--- config.mk ---
export PLATFORM = sky130hd
export DESIGN_NAME = pipelined_ripple_adder
export DESIGN_NICKNAME = d
export VERILOG_FILES = /design/src/rtl/pipelined_ripple_adder.sv
export SDC_FILE = /design/constraint.sdc
export NUM_CORES = 1
export LEC_CHECK = 0
export BUFFER_PORTS_ARGS = -buffer_cell sky130_fd_sc_hd__buf_4
export CAP_MARGIN = 15
export CELL_PAD_IN_SITES_DETAIL_PLACEMENT = 1
export CELL_PAD_IN_SITES_GLOBAL_PLACEMENT = 2
export CORE_MARGIN = 5
export CORE_UTILIZATION = 43
export DETAILED_ROUTE_END_ITERATION = 10
export GPL_ROUTABILITY_DRIVEN = 0
export PLACE_DENSITY_LB_ADDON = 0.08
export SLEW_MARGIN = 20
export SYNTH_ARGS = -nofsm -noshare
export SYNTH_HDL_FRONTEND = slang
export SYNTH_SLANG_ARGS = --single-unit
--- constraint.sdc ---
create_clock -name clk -period 3.59 [get_ports clk]
set_clock_uncertainty 0.2 [all_clocks]
set_input_delay 0.8975 -clock clk [delete_from_list [all_inputs] [get_ports clk]]
set_output_delay 0.8975 -clock clk [all_outputs]
set_load 0.05 [all_outputs]
--- src/rtl/pipelined_ripple_adder.sv ---
// Pipelined ripple-carry adder: WIDTH bits split into STAGES carry slices, valid/ready on both sides.
// Define ADDER_SUBTRACT_EN to add the 'sub' port (a - b - carryin computed as a + ~b + !carryin).
module pipelined_ripple_adder #(
  parameter int WIDTH  = 32,
  parameter int STAGES = 4
) (
  input  logic             clk,
  input  logic             reset_n,
  input  logic             in_valid,
  output logic             in_ready,
  input  logic [WIDTH-1:0] a,
  input  logic [WIDTH-1:0] b,
  input  logic             carryin,
`ifdef ADDER_SUBTRACT_EN
  input  logic             sub,
`endif
  output logic             out_valid,
  input  logic             out_ready,
  output logic [WIDTH-1:0] sum,
  output logic             carryout,
  output logic             overflow
);

  localparam int S = WIDTH / STAGES;

  logic [STAGES-1:0] valid;
  logic [STAGES-1:0] advance;
  logic              sub_sel;

`ifdef ADDER_SUBTRACT_EN
  assign sub_sel = sub;
`else
  assign sub_sel = 1'b0;
`endif

  // A valid stage moves on when out_ready is high or any stage above it is empty.
  always_comb begin : p_advance
    logic room;
    room    = out_ready;
    advance = '0;
    for (int k = STAGES - 1; k >= 0; k--) begin
      advance[k] = valid[k] && room;
      room       = room || !valid[k];
    end
  end

  assign in_ready = !valid[0] || advance[0];

  for (genvar k = 0; k < STAGES; k++) begin : g_stage
    localparam int BI = WIDTH - k * S;

    logic [WIDTH-1:0] word_in;
    logic [WIDTH-1:0] word_next;
    logic [WIDTH-1:0] word_q;
    logic [BI-1:0]    b_in;
    logic             carry_in;
    logic             sub_in;
    logic             up_valid;
    logic             valid_q;
    logic             carry_q;
    logic             load;
    logic [S-1:0]     a_slice;
    logic [S-1:0]     b_slice;
    logic [S:0]       slice;

    // word carries finished sum bits below this slice and untouched operand-A bits above it
    if (k == 0) begin : g_head
      assign word_in  = a;
      assign b_in     = b;
      assign carry_in = carryin ^ sub_sel;
      assign sub_in   = sub_sel;
      assign up_valid = in_valid;
    end else begin : g_body
      assign word_in  = g_stage[k-1].word_q;
      assign b_in     = g_stage[k-1].g_pass.b_q;
      assign carry_in = g_stage[k-1].carry_q;
      assign sub_in   = g_stage[k-1].g_pass.sub_q;
      assign up_valid = valid[k-1];
    end

    assign a_slice = word_in[k*S +: S];
    assign b_slice = b_in[S-1:0] ^ {S{sub_in}};
    assign slice   = {1'b0, a_slice} + {1'b0, b_slice} + {{S{1'b0}}, carry_in};
    assign load    = !valid_q || advance[k];

    always_comb begin
      word_next             = word_in;
      word_next[k*S +: S]   = slice[S-1:0];
    end

    always_ff @(posedge clk or negedge reset_n) begin
      if (!reset_n) begin
        valid_q <= 1'b0;
      end else if (load) begin
        valid_q <= up_valid;
      end
    end

    always_ff @(posedge clk or negedge reset_n) begin
      if (!reset_n) begin
        word_q  <= '0;
        carry_q <= 1'b0;
      end else if (load && up_valid) begin
        word_q  <= word_next;
        carry_q <= slice[S];
      end
    end

    assign valid[k] = valid_q;

    if (k < STAGES - 1) begin : g_pass
      logic [BI-S-1:0] b_q;
      logic            sub_q;

      always_ff @(posedge clk or negedge reset_n) begin
        if (!reset_n) begin
          b_q   <= '0;
          sub_q <= 1'b0;
        end else if (load && up_valid) begin
          b_q   <= b_in[BI-1:S];
          sub_q <= sub_in;
        end
      end
    end else begin : g_last
      logic ovf_q;
      logic msb_carry;

      // carry into the MSB is recovered from the MSB sum bit and its operand bits
      assign msb_carry = slice[S-1] ^ a_slice[S-1] ^ b_slice[S-1];

      always_ff @(posedge clk or negedge reset_n) begin
        if (!reset_n) begin
          ovf_q <= 1'b0;
        end else if (load && up_valid) begin
          ovf_q <= msb_carry ^ slice[S];
        end
      end

      assign sum       = word_q;
      assign carryout  = carry_q;
      assign overflow  = ovf_q;
      assign out_valid = valid_q;
    end
  end

endmodule

Yosys cells after proc, flatten, opt, wreduce, memory -nomap -nowiden:

Index checks and enable logic that the tools add are counted.

* bits in registers: 185
* logic and storage cells: 46

* $add $sub $neg: 8
* bitwise gates (word level): 3
* reduce and logical (&&, ||, !) cells: 19

Operator list (number)
* $add A8 B8 Y9: 4
* $add A9 B1 Y9: 4
* $logic_and A1 B1 Y1: 8
* $logic_or A1 B1 Y1: 7
* $logic_not A1 Y1: 4
* $xor A1 B1 Y1: 3

Longest topological paths before layout:

Gate-level depths: netlist (run 1).

* depth in word-level cells: 7
* mapped depth: 10
* mapped depth without buffers: 10

Least setup slack after synthesis (run 1):

OpenSTA, ideal clock, no wires.

* path type: input to register
* start: input out_ready
* end: register g_stage[0].g_pass.b_q[10]
* setup slack: 585 ps
* stages: 5
* setup time: 125 ps
* arrival: 2680 ps
* required time: 3265 ps
* cells stage by stage: nor2b_1 -> nand4_1 -> nand2_1 -> buf_4 -> mux2_2

* cells in the longest elaborated chain, start to end: 6

RTL lines
* start: declaration: RTL line 18 `input logic out_ready,`
* $logic_or A1 B1 Y1 (3 in series): RTL line 43 `room = room || !valid[k];`
* $logic_and A1 B1 Y1: RTL line 42 `advance[k] = valid[k] && room;`
* $logic_or A1 B1 Y1
* named net in_ready: RTL line 10 `output logic in_ready,`
* $logic_and A1 B1 Y1: RTL line 119 `end else if (load && up_valid) begin`
* end signal: assignment: RTL line 120 `b_q <= b_in[BI-1:S];`
* end: declaration: RTL line 112 `logic [BI-S-1:0] b_q;`

The timed path passes the listed nets, and every way through them passes these cells.
A chain may end at the register's enable or synchronous reset.

Worst setup path after layout (run 1):

* start: input out_ready
* end: output in_ready

* cells in the longest elaborated chain, start to end: 5

RTL lines
* $logic_or A1 B1 Y1 (3 in series): RTL line 43
* $logic_and A1 B1 Y1: RTL line 42
* $logic_or A1 B1 Y1: RTL line 47 `assign in_ready = !valid[0] || advance[0];`
* end: declaration: RTL line 10

No other way between the ends.

==> summary.txt, run 1 <==
status -> complete, no violations
Slew Limit Headroom -> 49.7%
CTS resizes -> 0
largest area contributor in the netlist -> dfrtp_1
first-pass GRT wire length -> 27300 um
Ys Warns -> 0
net count reported at finish -> 787
worst-path cell chain -> buf_4 > nor2b_1 > nand4_1 > buf_4
synth unique cells -> 35
Seq cells post-synth -> 185
I/O Buffers -> 104
clock sinks -> 185
Initial Utilization -> 44.1%
routed vias/inst -> 5.03
reg2reg path depth -> 9
Detailed Route WL -> 15600 um
switch share -> 34.8%
routed via count -> 4646
vias in the first global route -> 5370
Crit. Startpoint -> out_ready
Max Clk Rate -> 342 MHz
largest net degree at the start of global routing -> 92
CP Class -> in2out
Yosys top cell area share -> 58.0%
final antenna diode count -> 0
clock power share -> 24.6%
Critical Path Sink -> in_ready
Top cell by count, worst path -> buf_4
crit path DAT -> 1.83 ns
clock tree root buffer cell -> clkbuf_16
Mapped Cells -> 572
cts bufs inserted -> 17
combinational share of power -> 36.7%
Netlist Area Pre-Place -> 7980 sq um
area grow syn2layout -> 21.5%
io pins -> 105
Hold Slack -> 0.279 ns
antenna violations before repair -> 0
CP max-delay cell -> nand4_1
DR pass1 iterations -> 4
Sequential Power Share -> 38.7%
Post-DRT Antenna Nets -> 0
critical path fanouts, max -> 4
worst ir drop on vdd -> 0.000378 V
maximum capacitance violations -> 0
Clk pin slew, worst setup/hold paths -> 0.07 ns
Post-DP HPWL -> 10800 um
R2R Setup Slk -> 0.91 ns
die footprint -> 21400 sq um
Critical Path Sink Type -> output port
part of the Yosys area used for sequential elements -> 58.0%
fill cell count -> 1836
ys flop type -> dfrtp_1
top cells by area, synth -> dfrtp_1, mux2_2, ha_1, fa_1, o21ai_0
startpoint types -> input port
Tightest Pin Transition -> 0.754 ns
latest clock arrival within the worst-skew pair -> 0.43 ns
Die Y -> 146 um
R2R Path End -> g_stage[1].carry_q
Worst Path Required -> 2.49 ns
count leader, synth -> dfrtp_1
Worst path depth -> 4
Largest stage delay, worst path -> 0.30 ns
pins over their slew limit -> 0
commonest cells in the netlist -> dfrtp_1, mux2_2, nand2_1, o21ai_0, ha_1
CTS tree -> built
Post-Syn Nets -> 677
DR DRC count -> 0
GRT Total Usage -> 15.8%
Core Area -> 18100 sq um
Die Span X -> 146 um
Tmin final -> 2.92 ns
Post-Syn Area per Cell -> 13.9 sq um
Avg WL per Cell -> 16.9 um
Largest delay share family, worst path -> simple AND/OR/NAND/NOR gates
FFs w/ async S/R, synth -> 100%
GRT Residual Overflow -> 0
Internal Power -> 5.38 mW
DRT iter0 DRCs -> 105
PD cells -> 851 nW/um^2
CTS max path bufs -> 2
Final period util -> 81.5%
layout cells sized above 1 -> 43.5%
Hold Vio Cnt, Final -> 0
CTS H-Tree Depth -> 4
WP buf/inv -> 2
number of synthesized flops with an enable pin -> 0
post-CTS setup buffers -> 0
RSZ-0062 raised after global routing -> false
worst reg2reg path startpoint -> g_stage[0].word_q[8]
CTS Hold Bufs -> 0
num rows -> 49
switching power -> 2.87 mW
leakage -> 4.43 nW
Final setup viols -> 0
Fin Setup TNS -> 0 ns
hold crit path type -> reg2reg
==> worst reg2reg max path, delay by kind of cell (launching register included) <==
kind            cells  cell delay, ns
flops               1            0.40
compound gates      7            1.06
fa+ha+maj           2            0.90
==> area by class of cell <==
cell class                 instances  area [sq um]  share of cell area (%)
multi-input combinational        350          3190                    32.9
inverter                          16          60.1                   0.620
sequential                       185          4630                    47.8
clock buffer                      20           447                    4.61
clock inverter                    12           198                    2.04
tap                              229           287                    2.96
timing repair buffer             112           885                    9.12
==> worst min-delay path by stage <==
stage | start | to | cells after the start
floorplan | g_stage[0].word_q[7] | g_stage[0].word_q[7] | 2
global placement | g_stage[1].word_q[10] | g_stage[1].word_q[10] | 2
detailed placement | g_stage[2].word_q[18] | g_stage[2].word_q[18] | 2
CTS | g_stage[2].word_q[18] | g_stage[2].word_q[18] | 2
global route | g_stage[0].g_pass.b_q[18] | g_stage[0].g_pass.b_q[18] | 1
finish | g_stage[2].word_q[18] | g_stage[2].word_q[18] | 2
==> kinds of logic (layout without fill, tap and decap cells) <==
| family | count (synthesis) | after routing | synth area share, % |
|---|---|---|---|
| AND/OR/NAND/NOR | 64 | 64 | 3.62 |
| flip-flops | 185 | 185 | 58.0 |
| AO/OA/AOI/OAI | 73 | 73 | 5.68 |
| buffers and inverters | 37 | 160 | 2.10 |
| XOR/XNOR | 26 | 26 | 2.85 |
| adder cells (fa/ha/maj) | 36 | 36 | 6.40 |
| multiplexers | 151 | 151 | 21.3 |
==> per-stage QoR <==
stage	area (sq um)	utilization, %	power, mW	setup WS (ns)	std cells
3_3_place_gp	9050	50.0	6.15	0.597	892
6_report	9690	53.6	8.25	0.665	924
2_1_floorplan	7980	-	5.37	0.585	572
4_1_cts	9690	53.6	8.40	0.653	924
3_5_place_dp	9050	50.0	6.28	0.552	892
5_1_grt	9690	53.6	8.80	0.523	924
==> layout by cell type (no fill, tap or decap), types with 6 or more instances in the layout <==
| cell | instances |
|---|---|
| nor2b_1 | 6 |
| xnor2_1 | 15 |
| mux2_2 | 150 |
| ha_1 | 28 |
| a21o_1 | 9 |
| dfrtp_1 | 185 |
| nor2_1 | 7 |
| o21ai_0 | 30 |
| buf_4 | 108 |
| fa_1 | 8 |
| inv_1 | 16 |
| xor2_1 | 11 |
| clkbuf_16 | 17 |
| nand2b_1 | 7 |
| a21oi_1 | 13 |
| nand2_1 | 31 |
==> flip-flops by register name (all words and copies together) (netlist names) <==
name                cells
carryout                1
g_stage.carry_q         3
g_stage.g_pass.b_q     48
g_stage.valid_q         3
g_stage.word_q         96
out_valid               1
overflow                1
sum                    32
==> power by group through the flow <==
stage,Clock (mW),Sequential [mW],Combinational [mW]
final,2.03,3.19,3.03
after global routing,2.18,3.28,3.34
after CTS,2.10,3.21,3.09
after detailed placement,0,3.24,3.05
after global placement,0,3.19,2.95
after floorplan,0,3.77,1.61
==> metal layers <==
metal	up-vias	GRT usage (%)	part of all wire [%]
met2	81	27.0	51
met4	0	5.08	1.6
met1	2331	19.4	43
met5	-	0	0
met3	17	4.46	4.7
li1	2217	-	-
Note: power is estimated with default switching activity, not from simulation.
==> inputs of run 2 (changes only) <==
Settings changed: CORE_UTILIZATION 43 to 40.
Clock period 3.59 ns to 2.95 ns, I/O delays scaled along.
==> run 2 against run 1 <==
  * Core utilization decreased by 3.7 points
  * Final area increased by 0.55%
  * Register-to-register slack got worse by 0.56 ns
  * Clock-buffer cell count increased by 1
  * Critical path type is now reg2reg
==> summary.txt, run 2 (synthesis results as in run 1) <==
hold crit path type -> in2async (was reg2reg)
most common cell after layout, fill and taps aside -> dfrtp_1 (unchanged)
CTS Hold Bufs -> 0 (unchanged)
Fin Setup TNS -> 0 ns (unchanged)
Worst Path Required -> 3.06 ns (was 2.49 ns)
net count reported at finish -> 790 (was 787)
io pins -> 105 (unchanged)
R2R Setup Slk -> 0.35 ns (was 0.91 ns)
Clk pin slew, worst setup/hold paths -> 0.07 ns (about the same)
combinational share of power -> 37.1% (was 36.7%)
worst ir drop on vdd -> 0.000363 V (was 0.000378 V)
Layout Utilization -> 49.9% (was 53.6%)
latest clock arrival within the worst-skew pair -> 0.42 ns (was 0.43 ns)
Tightest Pin Transition -> 0.551 ns (was 0.754 ns)
routed via count -> 4672 (was 4646)
Post-DP HPWL -> 11100 um (was 10800 um)
CTS resizes -> 0 (unchanged)
antenna violations before repair -> 0 (unchanged)
maximum capacitance violations -> 0 (unchanged)
cts bufs inserted -> 17 (unchanged)
Reg with most FFs -> g_stage.word_q (unchanged)
Critical Path Sink Type -> flop (was output port)
CTS max path bufs -> 2 (unchanged)
Final period util -> 88.2%
DR DRC count -> 0 (unchanged)
GRT Total Usage -> 14.5% (was 15.8%)
GRT Residual Overflow -> 0 (unchanged)
CTS H-Tree Depth -> 4 (unchanged)
vias in the first global route -> 5229 (was 5370)
Top cell by count, worst path -> a21oi_1 (was buf_4)
fill cell count -> 2039 (was 1836)
Final setup viols -> 0 (unchanged)
flip-flop and latch area -> 4630 sq um (unchanged)
clock sinks -> 185 (unchanged)
fin worst setup slack -> 0.347 ns (was 0.665 ns)
startpoint types -> flop (was input port)
max FFs per register -> 96 (unchanged)
DR pass1 iterations -> 3 (was 4)
worst-path cell chain -> fa_1 > fa_1 > a21o_1 > a21oi_1 > o21bai_1 > a21oi_1 > o21bai_1 > a21oi_1 > o21ai_0 (was buf_4 > nor2b_1 > nand4_1 > buf_4)
Die Y -> 151 um (was 146 um)
Hold Vio Cnt, Final -> 0 (unchanged)
leakage -> 4.44 nW (was 4.43 nW)
worst reg2reg path startpoint -> g_stage[0].word_q[8] (unchanged)
commonest cells after routing, fill and taps aside -> dfrtp_1, mux2_2, buf_4, nand2_1, o21ai_0 (unchanged)
Sequential Power Share -> 39.4% (was 38.7%)
Hold Slack -> 0.113 ns (was 0.279 ns)
layout cells sized above 1 -> 43.7% (was 43.5%)
clock tree root buffer cell -> clkbuf_16 (unchanged)
first-pass GRT wire length -> 26100 um (was 27300 um)
Tmin final -> 2.60 ns
multi-input combinational cell area -> 3190 sq um (unchanged)
DRT iter0 DRCs -> 112 (was 105)
reg2reg path depth -> 9 (unchanged)
critical path fanouts, max -> 2 (was 4)
Slew Limit Headroom -> 63.3% (was 49.7%)
RSZ-0062 raised after global routing -> false (unchanged)
pre-CTS setup slack -> 0.0523 ns (was 0.552 ns)
Post-DRT Antenna Nets -> 0 (unchanged)
CP Class -> reg2reg (was in2out)
status -> complete, no violations (unchanged)
clock power share -> 23.5% (was 24.6%)
Internal Power -> 6.41 mW (was 5.38 mW)
PD cells -> 1010 nW/um^2 (was 851 nW/um^2)
Avg WL per Cell -> 15.9 um (was 16.9 um)
Tot Pwr -> 9.85 mW (was 8.25 mW)
CP max-delay cell -> fa_1 (was nand4_1)
post-CTS setup buffers -> 0 (unchanged)
final antenna diode count -> 0 (unchanged)
crit path DAT -> 2.71 ns (was 1.83 ns)
routed vias/inst -> 4.85 (was 5.03)
largest net degree at the start of global routing -> 68 (was 92)
area grow syn2layout -> 22.2% (was 21.5%)
pins over their slew limit -> 0 (unchanged)
CTS tree -> built (unchanged)
Detailed Route WL -> 15300 um (was 15600 um)
Initial Utilization -> 40.8% (was 44.1%)
I/O Buffers -> 104 (unchanged)
switch share -> 35.0% (was 34.8%)
switching power -> 3.44 mW (was 2.87 mW)
Core Area -> 19500 sq um (was 18100 sq um)
R2R Path End -> g_stage[1].carry_q (unchanged)
num rows -> 51 (was 49)
die footprint -> 22900 sq um (was 21400 sq um)
Largest stage delay, worst path -> 0.46 ns (was 0.30 ns)
Die Span X -> 151 um (was 146 um)
Max Clk Rate -> 384 MHz
==> run 2: cell count changes in the layout (fill, tap and decap cells not counted), sizes merged <==
cell / delta
inv: +1
buf: +3
bufinv: -2
clkinv: +2
clkinvlp: -2
clkbuf: +1
==> run 2: critical path: cells and delay by family, from the launching register on <==
kind                     cells  cell delay, ns
AO/OA/AOI/OAI                7            1.02
adder cells (fa/ha/maj)      2            0.88
flip-flops                   1            0.40
==> run 2: per-layer routing <==
metal	GRT usage, %	wire (um)
met2	24.4	7700
met4	4.08	154
met5	0	0
met3	3.98	611
met1	18.5	6850
==> run 2: metrics by stage <==
step	std cells	cell area [sq um]
after floorplan	572	7980
after global placement	931	9140
after detailed placement	931	9140
after CTS	963	9750
after global routing	963	9750
final	963	9750
==> run 2: worst max-delay path by stage <==
stage / startpoint / end / slack [ns] / depth (start not counted)
after CTS: g_stage[0].word_q[8] / g_stage[1].carry_q / 0.33 / 9
final: g_stage[0].word_q[8] / g_stage[1].carry_q / 0.35 / 9
after floorplan: out_ready / g_stage[0].g_pass.b_q[10] / 0.11 / 5
after global placement: a[0] / g_stage[0].word_q[7] / 0.12 / 9
after detailed placement: a[0] / g_stage[0].carry_q / 0.05 / 11
after global routing: g_stage[0].word_q[8] / g_stage[1].carry_q / 0.11 / 9
==> run 2: cell type report <==
| cell class | instances | area share (%) |
|---|---|---|
| sequential | 185 | 47.5 |
| multi-input combinational | 350 | 32.7 |
| timing repair buffer | 115 | 9.56 |
| clock buffer | 21 | 4.72 |
| tap | 265 | 3.40 |
| clock inverter | 11 | 1.49 |
| inverter | 16 | 0.616 |
==> run 2: power by group through the flow <==
stage / registers, mW / logic, mW / clock network [mW]
final: 3.88 / 3.65 / 2.32
after global routing: 4.00 / 4.04 / 2.52
after CTS: 3.90 / 3.75 / 2.41
after detailed placement: 3.95 / 3.73 / 0
after floorplan: 4.58 / 1.95 / 0
after global placement: 3.89 / 3.62 / 0
